### src/rtl/pipe_register.sv
// -----------------------------------------------------------------------------
// pipe_register
//
// Fully registered two-entry valid/ready pipeline slice. It isolates timing in
// both directions: o_valid, o_data and o_ready all come directly from flops.
// It sustains one beat per cycle with one cycle of latency. A second (skid)
// entry absorbs the beat that arrives in the same cycle the slice fills.
//
// Handshake: a beat moves across an interface on a rising edge where valid and
// ready are both 1. A sender that raises valid keeps valid and data stable
// until that transfer happens. Readiness never depends on valid.
//
// Parameters:
//   DWIDTH     data width in bits
//   CNT_WIDTH  performance counter width (only with PIPE_REG_PERF_EN)
//
// Ports:
//   clk          rising-edge clock
//   rst          synchronous active-high reset
//   i_data       upstream data
//   i_valid      upstream data valid
//   o_ready      ready to upstream (registered)
//   o_data       downstream data (registered)
//   o_valid      downstream data valid (registered)
//   i_ready      downstream ready
//   o_xfer_cnt   saturating count of accepted input beats   (PIPE_REG_PERF_EN)
//   o_stall_cnt  saturating count of downstream stall cycles (PIPE_REG_PERF_EN)
//
// Optional feature macro: PIPE_REG_PERF_EN. When it is defined, the two
// performance counters are added. When it is not defined, the counter ports
// and the counter logic do not exist.
//
// Debug visibility: the state register bits are the o_valid and o_ready
// outputs, so o_valid and o_ready together show the full FSM state.
// -----------------------------------------------------------------------------
module pipe_register #(
  parameter int DWIDTH = 8
`ifdef PIPE_REG_PERF_EN
  ,
  parameter int CNT_WIDTH = 16
`endif
) (
  input  logic              clk,
  input  logic              rst,
  input  logic [DWIDTH-1:0] i_data,
  input  logic              i_valid,
  output logic              o_ready,
  output logic [DWIDTH-1:0] o_data,
  output logic              o_valid,
  input  logic              i_ready
`ifdef PIPE_REG_PERF_EN
  ,
  output logic [CNT_WIDTH-1:0] o_xfer_cnt,
  output logic [CNT_WIDTH-1:0] o_stall_cnt
`endif
);

  // State encoding is {valid, ready}. Each output is therefore one state bit.
  localparam logic [1:0] ST_EMPTY = 2'b01;
  localparam logic [1:0] ST_BUSY  = 2'b11;
  localparam logic [1:0] ST_FULL  = 2'b10;

  logic [1:0]        r_state;
  logic [DWIDTH-1:0] r_out;
  logic [DWIDTH-1:0] r_skid;

  logic [1:0] w_state_nxt;
  logic       w_in_xfer;
  logic       w_out_xfer;
  logic       w_load_out;
  logic       w_out_from_skid;
  logic       w_load_skid;

  assign o_valid = r_state[1];
  assign o_ready = r_state[0];
  assign o_data  = r_out;

  assign w_in_xfer  = i_valid && o_ready;
  assign w_out_xfer = o_valid && i_ready;

  always_comb begin
    w_state_nxt     = r_state;
    w_load_out      = 1'b0;
    w_out_from_skid = 1'b0;
    w_load_skid     = 1'b0;
    case (r_state)
      ST_EMPTY: begin
        if (w_in_xfer) begin
          w_load_out  = 1'b1;
          w_state_nxt = ST_BUSY;
        end
      end
      ST_BUSY: begin
        if (w_in_xfer && w_out_xfer) begin
          w_load_out = 1'b1;
        end else if (w_in_xfer) begin
          // The output entry is still stalled, so the new beat waits in skid.
          w_load_skid = 1'b1;
          w_state_nxt = ST_FULL;
        end else if (w_out_xfer) begin
          w_state_nxt = ST_EMPTY;
        end
      end
      ST_FULL: begin
        // o_ready is 0 here, so w_in_xfer cannot occur and i_valid is ignored.
        if (w_out_xfer) begin
          w_load_out      = 1'b1;
          w_out_from_skid = 1'b1;
          w_state_nxt     = ST_BUSY;
        end
      end
      default: begin
        // 2'b00 is unreachable. Recover to a clean, empty slice.
        w_state_nxt = ST_EMPTY;
      end
    endcase
  end

  always_ff @(posedge clk) begin
    if (rst) begin
      r_state <= ST_EMPTY;
      r_out   <= '0;
      r_skid  <= '0;
    end else begin
      r_state <= w_state_nxt;
      if (w_load_out) begin
        r_out <= w_out_from_skid ? r_skid : i_data;
      end
      if (w_load_skid) begin
        r_skid <= i_data;
      end
    end
  end

`ifdef PIPE_REG_PERF_EN
  localparam logic [CNT_WIDTH-1:0] CNT_ONE = CNT_WIDTH'(1);

  logic [CNT_WIDTH-1:0] r_xfer_cnt;
  logic [CNT_WIDTH-1:0] r_stall_cnt;
  logic                 w_stall;

  assign w_stall     = o_valid && !i_ready;
  assign o_xfer_cnt  = r_xfer_cnt;
  assign o_stall_cnt = r_stall_cnt;

  // Both counters hold at all-ones instead of wrapping.
  always_ff @(posedge clk) begin
    if (rst) begin
      r_xfer_cnt  <= '0;
      r_stall_cnt <= '0;
    end else begin
      if (w_in_xfer && (r_xfer_cnt != '1)) begin
        r_xfer_cnt <= r_xfer_cnt + CNT_ONE;
      end
      if (w_stall && (r_stall_cnt != '1)) begin
        r_stall_cnt <= r_stall_cnt + CNT_ONE;
      end
    end
  end
`endif

endmodule

### config.mk
export PLATFORM = sky130hd
export DESIGN_NAME = pipe_register
export DESIGN_NICKNAME = d
export VERILOG_FILES = /design/src/rtl/pipe_register.sv
export SDC_FILE = /design/constraint.sdc
export NUM_CORES = 1
export LEC_CHECK = 0
export BUFFER_PORTS_ARGS = -buffer_cell sky130_fd_sc_hd__buf_2
export CAP_MARGIN = 20
export CORE_MARGIN = 2
export CORE_UTILIZATION = 35
export CTS_CLUSTER_SIZE = 10
export DETAILED_ROUTE_END_ITERATION = 10
export HOLD_SLACK_MARGIN = 0.03
export PLACE_DENSITY = 0.53
export SLEW_MARGIN = 40
export SYNTH_ARGS = -nofsm -noshare
export SYNTH_HDL_FRONTEND = slang
export SYNTH_SLANG_ARGS = --single-unit
### constraint.sdc
create_clock -name clk -period 2.37 [get_ports clk]
set_clock_uncertainty 0.1 [all_clocks]
set_input_delay 0.1185 -clock clk [delete_from_list [all_inputs] [get_ports clk]]
set_output_delay 0.1185 -clock clk [all_outputs]
set_load 0.02 [all_outputs]
Word level (Yosys, flattened, before mapping)
Cells that the tools add are included.
W data, S select, Z words.
{"block": "op_classes", "mux": 14, "n_reduce_logical": 4, "n_eq_ne": 7}
{"op": "$mux W2", "n": 5}
{"op": "$mux W8", "n": 1}
{"op": "$mux W1", "n": 6}
{"op": "$ne A2 B2 Y1 const B", "n": 3}
{"op": "$pmux W2 S3", "n": 1}
{"op": "$eq A2 B2 Y1 const B", "n": 2}
{"op": "$reduce_and A4 Y1", "n": 1}
{"op": "$logic_and A1 B1 Y1", "n": 3}
{"op": "$ne A3 B3 Y1 const B", "n": 1}
{"op": "$pmux W1 S3", "n": 1}
{"op": "$eq A2 B1 Y1 const B", "n": 1}
{"block": "totals", "in_bits": 12, "word_cells": 28, "reg_bits": 18}

Longest topological paths before layout
{"block": "logic_depth", "ltp_word": 5, "mapped_depth": 8}

Least setup slack after synthesis
OpenSTA, ideal clock, no wires.
{"block": "synth_path", "path_kind": "reg2reg", "startpoint": "reg r_state[0]", "endpoint": "reg r_out[2] (netlist: o_data[2])", "path_stages_with_launch": 8, "setup_slack_ns": 0.440, "required_ns": 2.191, "path_buffers": 2, "arrival_ns": 1.750, "period_less_slack_ns": 1.930, "setup_ns": 0.079, "path_cell_list": "dfxtp_1 buf_2 inv_1 ha_1 o31ai_4 buf_6 nor2_1 a211oi_2"}
{"block": "synth_between", "elab_chain_cells": 4}
{"element": "start, declared", "line": "63", "rtl": "logic [1:0] r_state;"}
{"element": "start signal, assigned", "line": "125", "rtl": "r_state <= w_state_nxt;"}
{"element": "$logic_and A1 B1 Y1", "line": "78", "rtl": "assign w_in_xfer = i_valid && o_ready;"}
{"element": "$logic_and A1 B1 Y1", "line": "94", "rtl": "if (w_in_xfer && w_out_xfer) begin"}
{"element": "$mux W1", "line": "94"}
{"element": "$pmux W1 S3", "line": "86", "rtl": "case (r_state)"}
{"element": "end signal, assigned", "line": "127", "rtl": "r_out <= w_out_from_skid ? r_skid : i_data;"}
{"element": "end, declared", "line": "64", "rtl": "logic [DWIDTH-1:0] r_out;"}
Several ways; a longest one is shown, not always the timed one.
A chain may end at the register's enable or synchronous reset.

Worst setup path after layout
{"block": "layout_path", "startpoint": "reg r_state[0]", "endpoint": "reg r_out[1] (netlist: o_data[1])"}
The elaborated chain is that of the path after synthesis.

==> flow_summary_export.csv <==
group,metric,value,unit
yosys,seq_area_frac_synth,0.4114,
placement,finalWeightedCongestion,0.7917,
status,status,"finished clean",
global_route,grt.total_usage,0.1306,
sta,finalMaxSlewViolations,0,
yosys,mappedNetlistArea,875.8,um2
detailed_routing,detail_route.wl_per_cell,12.01,um
die,horizontal_die_dimension,54.03,um
detailed_routing,top_layer,"met4",
pwr,seq_power_share,0.388,
setup_path,crit_type,"register to register",
cells_and_area,diodes,0,
die,placementRows,18,
pwr,power_report.internal_total,687.5,uW
run,timing.max_cap.violations,0,
yosys,synth_compound_gate_area_share,0.1600,
placement,dpl.hpwl,1233,um
pwr,switching_power,516.7,uW
setup_path,arrival,2.22,ns
global_route,global_route_wire_length_before_repair,2746,um
yosys,synth_mux_area_frac,0.2057,
sta,fin_crit_sh,0.8882,
clock_network,clockBufferDepth,2,
yosys,synth_area_per_cell,10.18,um2
global_route,antenna_found_initial,0,
setup_path,setup.worst_path.end_class,"register",
pwr,swShare,0.4291,
pwr,power_density,1097,nW/um2
die,dieHeight,54.03,um
cells_and_area,fill_cells,245,
yosys,post_synth_and_or_nand_nor_area_fraction,0.1300,
sta,worst_pin_slew,0.6617,ns
sta,final_report_setup_violation_count,0,
yosys,post_synth_xor_xnor_area,0,
detailed_routing,post-route-drc-count,0,
yosys,synth_top_family_by_area,"multiplexers",
detailed_routing,detail_route.vias_per_cell,5.069,
sta,tns,0,ns
setup_path,startpoint_type,"register",
global_route,grt_pass1_vias,646,
detailed_routing,drt_first_iter_violations,5,
cells_and_area,fin_area,1097,um2
sta,setup_repair_after_global_routing_missed_its_margin,"false",
setup_path,r2r_cells,5,
pwr,comb_power_share,0.485,
yosys,netlist-cell-type-count,23,
clock_network,tritoncts.num_buffers,3,
cells_and_area,drive_gt1_frac,0.2544,
detailed_routing,detailroute.wirelength.met3,98,um
pwr,worst_ir_drop_vdd,0.4989,mV
sta,final.min_clock_period,2.105,ns
setup_path,critPathSlowestCell,"sky130_fd_sc_hd__o31ai_4",
sta,timing.max_slew.rel_slack,0.5589,
yosys,yosys_warnings,0,
setup_path,cp_data_required_time,2.48,ns
clock_network,cts_tree,"built",
detailed_routing,detail_route_met2_wl,822,um
detailed_routing,ant_nets,0,
die,ioPinCount,22,
hold_path,min_delay_path_depth,2,
placement,place.port_buffers,21,
setup_path,cp.depth,5,
setup_path,critical_path.max_fanout,16,
yosys,synth_nets,102,
detailed_routing,first_pass_iters,4,
detailed_routing,routed_wirelength,1730,um
yosys,synth_seq_cells,18,
yosys,synthAdderAreaFrac,0.05714,
placement,postPlaceCellArea,994.7,um2
clock_network,cts_setup_buffers,0,
setup_path,critical_path_cell_sequence,"inv_1 -> ha_1 -> o31ai_4 -> nor2_1 -> a211oi_1",
clock_network,cts_htree_levels,1,
global_route,maximum_number_of_pins_on_one_net_before_global_route_repair,21,
die,core-area,2432,um2
die,start_util,0.3601,
hold_path,hold_path.class,"input pin to register",
sta,hold_viol_final,0,
setup_path,crit_family,"compound AO/OA/AOI/OAI gates",
clock_network,clock_tree_root_driver_cell,"sky130_fd_sc_hd__clkbuf_4",
sta,timing.fmax,475.1,MHz
setup_path,timing.critical_path.slowest_cell_delay,0.64,ns
clock_network,cts_sinks,18,
yosys,synthCells,86,
detailed_routing,met1Wirelength,762,um
pwr,part_of_the_total_power_dissipated_in_the_clock_network,0.127,
cells_and_area,nNetsFinal,132,
global_route,gr-total-overflow,0,
clock_network,path_clk_slew,0.10,ns
setup_path,worst-path-buf-inv,1,
detailed_routing,route.vias.total,730,
clock_network,worst_skew_pair.late_latency,0.30,ns
cells_and_area,syn_to_final_growth,25.29,%
pwr,p_leak,0.0005718,uW
die,floorplan.die_area,2919,um2
==> routing by layer <==
| layer | global-route usage | up-vias |
|---|---|---|
| met5 | 0 | - |
| met1 | 0.1610 | 329 |
| met3 | 0.01944 | 7 |
| met2 | 0.2134 | 22 |
| met4 | 0.07917 | 0 |
| li1 | - | 372 |
==> power groups by stage <==
stage / logic, uW / registers, uW / clock network, uW
5_1_grt: 642 / 482 / 163
3_5_place_dp: 575 / 477 / 0
3_3_place_gp: 569 / 471 / 0
2_1_floorplan: 380 / 544 / 0
6_report: 584 / 467 / 153
4_1_cts: 589 / 469 / 153
==> synth_stat cells <==
cell type	count	share of area
sky130_fd_sc_hd__a211oi_1	6	0.051
sky130_fd_sc_hd__ha_1	4	0.057
sky130_fd_sc_hd__nand4_2	1	0.014
sky130_fd_sc_hd__nand3_1	1	0.0057
sky130_fd_sc_hd__a211oi_2	2	0.029
sky130_fd_sc_hd__clkbuf_1	2	0.0086
sky130_fd_sc_hd__buf_2	1	0.0057
sky130_fd_sc_hd__o41ai_1	1	0.010
sky130_fd_sc_hd__a21boi_0	1	0.0086
sky130_fd_sc_hd__o31ai_4	1	0.024
sky130_fd_sc_hd__a31oi_2	1	0.014
sky130_fd_sc_hd__nand2_1	3	0.013
sky130_fd_sc_hd__and3_1	1	0.0071
sky130_fd_sc_hd__o21ai_0	1	0.0057
sky130_fd_sc_hd__mux2i_1	18	0.21
sky130_fd_sc_hd__inv_1	2	0.0086
sky130_fd_sc_hd__nor2_1	17	0.073
sky130_fd_sc_hd__buf_6	1	0.013
sky130_fd_sc_hd__nor4_1	1	0.0071
sky130_fd_sc_hd__a31oi_1	1	0.0071
sky130_fd_sc_hd__a211o_1	1	0.010
sky130_fd_sc_hd__nand4b_1	1	0.010
sky130_fd_sc_hd__dfxtp_1	18	0.41
==> through the flow <==
stage	hold slack [ns]	utilization	setup WS [ns]	cells	power, uW
4_1_cts	0.1130	0.4511	0.2645	144	1212
3_3_place_gp	0.2656	0.4090	0.3324	133	1040
6_report	0.1124	0.4511	0.2650	144	1204
5_1_grt	0.1228	0.4511	0.07242	144	1287
3_5_place_dp	0.2708	0.4090	0.3055	133	1052
2_1_floorplan	0.1624	-	0.4404	86	923.7
==> logic make-up (layout without fill, tap and decap cells) <==
kind of cell | after synthesis | after routing
multiplexers | 18 | 18
adder cells (fa/ha/maj) | 4 | 4
AO/OA/AOI/OAI | 15 | 15
flip-flops | 18 | 18
buffers and inverters | 6 | 34
AND/OR/NAND/NOR | 25 | 25
==> cells in the final DEF (no fill, tap or decap) <==
cell type / Yosys / routed
sky130_fd_sc_hd__a31oi_1: 1 / 1
sky130_fd_sc_hd__nand4_2: 1 / 1
sky130_fd_sc_hd__dlygate4sd3_1: 0 / 8
sky130_fd_sc_hd__nor4_1: 1 / 1
sky130_fd_sc_hd__clkbuf_4: 0 / 3
sky130_fd_sc_hd__nand2_1: 3 / 3
sky130_fd_sc_hd__mux2i_1: 18 / 18
sky130_fd_sc_hd__a211oi_1: 6 / 6
sky130_fd_sc_hd__and3_1: 1 / 1
sky130_fd_sc_hd__o41ai_1: 1 / 1
sky130_fd_sc_hd__a211o_1: 1 / 1
sky130_fd_sc_hd__inv_1: 2 / 2
sky130_fd_sc_hd__a21boi_0: 1 / 1
sky130_fd_sc_hd__buf_2: 1 / 21
sky130_fd_sc_hd__ha_1: 4 / 4
sky130_fd_sc_hd__nand3_1: 1 / 1
sky130_fd_sc_hd__nand4b_1: 1 / 1
sky130_fd_sc_hd__o21ai_0: 1 / 1
sky130_fd_sc_hd__nor2_1: 17 / 17
sky130_fd_sc_hd__a211oi_2: 2 / 2
sky130_fd_sc_hd__o31ai_4: 1 / 1
sky130_fd_sc_hd__dfxtp_1: 18 / 18
sky130_fd_sc_hd__a31oi_2: 1 / 1
==> cell type report <==
class / instances / area, um2 / share of cell area
Sequential cell: 18 / 360.3 / 0.3284
Inverter: 2 / 7.507 / 0.006842
Clock buffer: 3 / 22.52 / 0.02052
Tap cell: 30 / 37.54 / 0.03421
Multi-Input combinational cell: 62 / 484.2 / 0.4413
Timing Repair Buffer: 29 / 185.2 / 0.1688
==> sequential cells by signal, indices dropped and copies added, names as in the netlist <==
name / cells
r_skid: 8
r_state: 2
o_data: 8
==> what timing repair did <==
item | in CTS | in global routing
gates resized for setup | 0 | 0
hold buffers | 8 | 0
hold endpoints to repair | 8 | 0
==> worst paths after layout <==
kind / from / end / slack (ns)
setup / recovery: r_state[0] / o_data[1] / 0.27
hold reg to reg: r_skid[7] / r_skid[7] / 0.40
setup reg to reg: r_state[0] / o_data[1] / 0.27
hold / removal: rst / r_skid[1] / 0.11
(Power assumes the default switching activity.)
